[src/rtl/scan_sel_pkg.sv]
// scan_sel_pkg: shared types and constants for the display select sequencer
//   state_t      FSM states IDLE/SCAN/SWEEP/DONE
//   DIR_UP/DOWN  encoding of the Dir input
//   SWEEP_STEPS  advances in one single sweep
//   step_sel     next select value for a given direction
package scan_sel_pkg;
    typedef enum logic [1:0] {IDLE, SCAN, SWEEP, DONE} state_t;
    localparam logic DIR_UP = 1'b0;
    localparam logic DIR_DOWN = 1'b1;
    localparam int SWEEP_STEPS = 4;
    function automatic logic [1:0] step_sel(input logic [1:0] s, input logic d);
        return (d == DIR_DOWN) ? s - 2'd1 : s + 2'd1;
    endfunction
endpackage

[src/rtl/scan_prescaler.sv]
// scan_prescaler: dwell prescaler counting 0..DIV_MAX
//   clk   in  clock
//   rst   in  synchronous active-high reset
//   clr   in  forces count to 0 (priority over en)
//   en    in  count enable
//   wrap  out high while count is at DIV_MAX (next enabled edge wraps to 0)
module scan_prescaler #(
    parameter int DIV_W = 16,
    parameter int DIV_MAX = 49999
) (
    input  logic clk,
    input  logic rst,
    input  logic clr,
    input  logic en,
    output logic wrap
);
    logic [DIV_W-1:0] cnt;
    assign wrap = cnt == DIV_W'(DIV_MAX);
    always_ff @(posedge clk) begin
        if (rst || clr) cnt <= '0;
        else if (en) cnt <= wrap ? '0 : cnt + 1'b1;
    end
endmodule

[src/rtl/scan_sel_gen.sv]
// scan_sel_gen: timed 2-bit select sequencer for a 4-digit multiplexed display
//   Clk, Rst           clock, synchronous active-high reset
//   En                 count enable (0 freezes everything)
//   Free, Dir, Sweep   free-run mode, direction (0 up / 1 down), single-sweep request
//   I1, I0             registered select to the 2-to-4 decoder
//   Tick, Busy, Done   advance pulse, sweep in progress, sweep finished pulse
//   Blank              blank request, present only when SCAN_SEL_BLANK_EN is defined
module scan_sel_gen
    import scan_sel_pkg::*;
#(
    parameter int DIV_W = 16,
    parameter int DIV_MAX = 49999
`ifdef SCAN_SEL_BLANK_EN
    ,
    parameter int BLANK_CYC = 4
`endif
) (
    input  logic Clk,
    input  logic Rst,
    input  logic En,
    input  logic Free,
    input  logic Dir,
    input  logic Sweep,
    output logic I1,
    output logic I0,
    output logic Tick,
    output logic Busy,
    output logic Done
`ifdef SCAN_SEL_BLANK_EN
    ,
    output logic Blank
`endif
);
    state_t state, next;
    logic [1:0] sel, sel_d, step, step_d;
    logic dir_l, dir_d, wrap, active, adv;
    assign active = state == SCAN || state == SWEEP;
    // Dropping Free in SCAN wins over a coinciding wrap: no advance on exit
    assign adv = En && wrap && (state == SWEEP || (state == SCAN && Free));
    assign {I1, I0} = sel;
    scan_prescaler #(.DIV_W(DIV_W), .DIV_MAX(DIV_MAX)) u_pre (
        .clk (Clk),
        .rst (Rst),
        .clr (!active),
        .en  (En && active),
        .wrap(wrap)
    );
    always_ff @(posedge Clk) begin
        if (Rst) state <= IDLE;
        else state <= next;
    end
    always_comb begin
        next = state;
        if (En) begin
            case (state)
                IDLE:    next = Free ? SCAN : (Sweep ? SWEEP : IDLE);
                SCAN:    next = Free ? SCAN : IDLE;
                SWEEP:   next = (adv && step == 2'(SWEEP_STEPS - 1)) ? DONE : SWEEP;
                default: next = IDLE;
            endcase
        end
    end
    always_comb begin
        sel_d = sel;
        step_d = step;
        dir_d = dir_l;
        if (En && state == IDLE && next == SWEEP) begin
            sel_d = 2'b00;
            step_d = 2'd0;
            dir_d = Dir;
        end else if (adv) begin
            sel_d = step_sel(sel, state == SWEEP ? dir_l : Dir);
            step_d = step + 2'd1;
        end
    end
    always_ff @(posedge Clk) begin
        if (Rst) begin
            sel <= 2'b00;
            step <= 2'd0;
            dir_l <= DIR_UP;
            Tick <= 1'b0;
            Busy <= 1'b0;
            Done <= 1'b0;
        end else begin
            sel <= sel_d;
            step <= step_d;
            dir_l <= dir_d;
            Tick <= adv;
            Busy <= next == SWEEP;
            Done <= En && state == DONE;
        end
    end
`ifdef SCAN_SEL_BLANK_EN
    logic [DIV_W-1:0] bcnt;
    always_ff @(posedge Clk) begin
        if (Rst) begin
            Blank <= 1'b0;
            bcnt <= '0;
        end else if (En) begin
            if (next != SCAN && next != SWEEP) begin
                Blank <= 1'b0;
                bcnt <= '0;
            end else if (adv) begin
                Blank <= 1'b1;
                bcnt <= DIV_W'(BLANK_CYC - 1);
            end else if (bcnt != '0) begin
                bcnt <= bcnt - 1'b1;
            end else begin
                Blank <= 1'b0;
            end
        end
    end
`endif
endmodule
[config.mk]
export PLATFORM = sky130hd
export DESIGN_NAME = scan_sel_gen
export DESIGN_NICKNAME = d
export VERILOG_FILES = /design/src/rtl/scan_sel_pkg.sv /design/src/rtl/scan_prescaler.sv /design/src/rtl/scan_sel_gen.sv
export SDC_FILE = /design/constraint.sdc
export NUM_CORES = 1
export LEC_CHECK = 0
export CAP_MARGIN = 20
export CORE_MARGIN = 2
export CORE_UTILIZATION = 40
export DETAILED_ROUTE_END_ITERATION = 10
export PLACE_DENSITY = 0.67
export RECOVER_POWER = 50
export SYNTH_ARGS = -nofsm -noshare
export SYNTH_HDL_FRONTEND = slang
export SYNTH_HIERARCHICAL = 1
export SYNTH_SLANG_ARGS = --single-unit
export TNS_END_PERCENT = 10
[constraint.sdc]
create_clock -name Clk -period 2.2 [get_ports Clk]
set_clock_uncertainty 0.15 [all_clocks]
set_input_delay 0.55 -clock Clk [delete_from_list [all_inputs] [get_ports Clk]]
set_output_delay 0.55 -clock Clk [all_outputs]
set_load 0.005 [all_outputs]
==> impl_metrics.toml <==
[clocking]
clkLatencyLatePin_ps = 310
cts_root_buf = "clkbuf_4"
cts_sinks = 26
clockBufferDepth = 2
clk_pin_slew_ps = 130
cts_tree = "yes"
cts_buffers = 3
htree_levels = 1

[pwr]
ir_worst_vdd_uv = 267
p_leak_nw = 0.592
power_density_nw_per_um2 = 473

[yosys]
synth_edf_count = 0
synth_seq_area_share_pct = 40.3
syn-num-nets = 154
synth.largest_area_cell = "dfxtp_1"
synth.distinct_cells = 37
synth_area_leaders = "dfxtp_1 40%, xnor2_1 8.1%, ha_1 6.8%"
async_flop_share_pct = 0
synth_top_area_share_pct = 40.3
netlist_area_um2 = 1290
syn-instance-count = 141
syn_avg_cell_area_um2 = 9.15
ys_ff_latch = 26
synthFlopType = "dfxtp_1"
ys_warn_count = 6

[global_routing]
grt_start_max_net_pins = 15
grt_overflow_total = 0
grt_use_total_pct = 15.5
grt_pass1_vias = 1084
grt_pass1_wl_um = 4310
antenna_found_initial = 0

[critical_path]
endpoint_kind = "flop"
crit_fanout = 5
arrival_ps = 2280
start_kind = "input pin"
critPathKind = "input pin to flop"
crit_required_ps = 2310

[floorplanning]
dieHeight_um = 60.8
io_pins = 11
initial_core_util_pct = 42.3
die-area_um2 = 3700
die_w_um = 60.8
core_um2 = 3050
core.rowCount = 20

[run_status]
status = "finished, final reports clean"

[min_path]
hp-class = "flop to flop"

[route]
post_drt_wl_per_cell_um = 11.5
first_pass_iters = 6
routed_via_density = 4.95
drc_errors = 0
route.antenna.remaining_nets = 0
routed_wirelength_um = 2520
first_iter_violations = 36
num_vias = 1084

[placed_design]
dp_cells = 213
portBuffers = 10
place_area_um2 = 1600
place_congestion = 0.826
place_hpwl_um = 1930

[timing]
slew_headroom_pct = 75.4
slew_viol_final = 0
hold_viol = 0
period_share_pct = 98.5
setup_viol = 0
grt_setup_unrepaired = "yes"
fmax_mhz = 461
fin_crit_ps = 2170
worst_pin_slew_ps = 366

[finish]
nNetsFinal = 189
fillers = 295
antenna_cells = 0
finalInstanceArea_um2 = 1680
syn_to_final_growth_pct = 30.0
stdcell_count = 219
drive_gt1_share_pct = 25.7

[flow_run]
drv_cap = 0
flip-flops by register name, summed over array words and instances, names as in the netlist:
signal,cells
dir_l,1
state,2
Busy,1
step,2
Done,1
u_pre/cnt,16
sel,2
Tick,1
cell usage after synthesis, types with 2 or more instances:
| library cell | instances |
|---|---|
| nor2_1 | 23 |
| nor3b_1 | 2 |
| nand2_1 | 7 |
| nand4_1 | 6 |
| o21bai_1 | 2 |
| inv_1 | 7 |
| o31ai_1 | 2 |
| ha_1 | 7 |
| xor2_1 | 4 |
| nor4_1 | 4 |
| xnor2_1 | 12 |
| mux2i_1 | 2 |
| a21oi_1 | 5 |
| o21ai_0 | 3 |
| nor3_1 | 3 |
| dfxtp_1 | 26 |
| nand3_2 | 2 |
| nand3_1 | 5 |
power by group:
part / leakage, nW / switching [W] / internal, W
combinational: 0.360 / 0.0000419 / 0.0000406
clock: 0.0210 / 0.000133 / 0.000101
sequential: 0.211 / 0.00000183 / 0.000474
cell type report:
| class | instances | area [um^2] | share of cell area, % |
|---|---|---|---|
| sequential | 26 | 528 | 31.5 |
| inverter | 7 | 26.3 | 1.57 |
| timing repair buffer | 32 | 260 | 15.5 |
| tap | 44 | 55.1 | 3.28 |
| multi-input combinational | 106 | 771 | 46.0 |
| clock buffer | 4 | 36.3 | 2.16 |
worst max-delay path: stages:
cell and delay (ps):
clkdlybuf4s50_1 490, inv_1 90, nor2_4 110, nand3_4 70
or3_4 400, or4_1 440, a21oi_2 120
path summary, 6_finish.rpt:
check	slack [ps]	from	depth (start not counted)	endpoint
setup / recovery	30	En	7	u_pre/cnt[13]
hold / removal	330	step[1]	2	step[1]
setup reg to reg	80	state[0]	8	u_pre/cnt[13]
hold reg to reg	330	step[1]	2	step[1]
per-stage QoR:
step	setup slack [ps]	hold WS, ps	util, %	total power (W)	TNS, ps
after floorplan	20.6	290	-	0.000530	0
after global placement	-385	303	52.3	0.000562	-4410
after detailed placement	-436	313	52.3	0.000564	-4930
after CTS	0.275	331	54.1	0.000804	0
after global routing	-11.3	355	54.9	0.000838	-11.3
final	32.2	331	54.9	0.000793	0
metal layers:
layer	vias to the layer above	GRT usage [%]	routed length, um
met1	512	17.5	1140
met4	0	6.52	19
met3	2	2.56	59
met2	12	28.4	1300
li1	558	-	-
met5	-	0	0
cells by family (layout without fill, tap and decap cells):
logic type	count (synthesis)	count (layout)	share of synthesized area [%]
compound gates	18	18	11.2
simple gates	63	63	26.3
flops	26	26	40.3
mux	2	2	1.55
xor+xnor	16	16	10.9
fa+ha+maj	7	7	6.79
buf+inv	9	43	3.01
repair_timing:
| action | in CTS | in global routing |
|---|---|---|
| hold buffers | 0 | 0 |
| setup endpoints to repair | 9 | 9 |
| buffers inserted | 0 | 2 |
| pin swaps | 1 | 6 |
| gates resized for setup | 4 | 4 |
layout by cell type, fill, tap and decap left out, types with 4 or more instances in the layout:
cell type / n
ha_1: 7
xor2_1: 4
nand3_1: 5
a21oi_1: 4
nand4_1: 6
inv_1: 6
nand2_1: 7
clkdlybuf4s50_1: 5
buf_4: 20
xnor2_1: 12
dfxtp_1: 24
nor2_1: 22
dlygate4sd3_1: 5
Power figures use the tool's default switching activity.
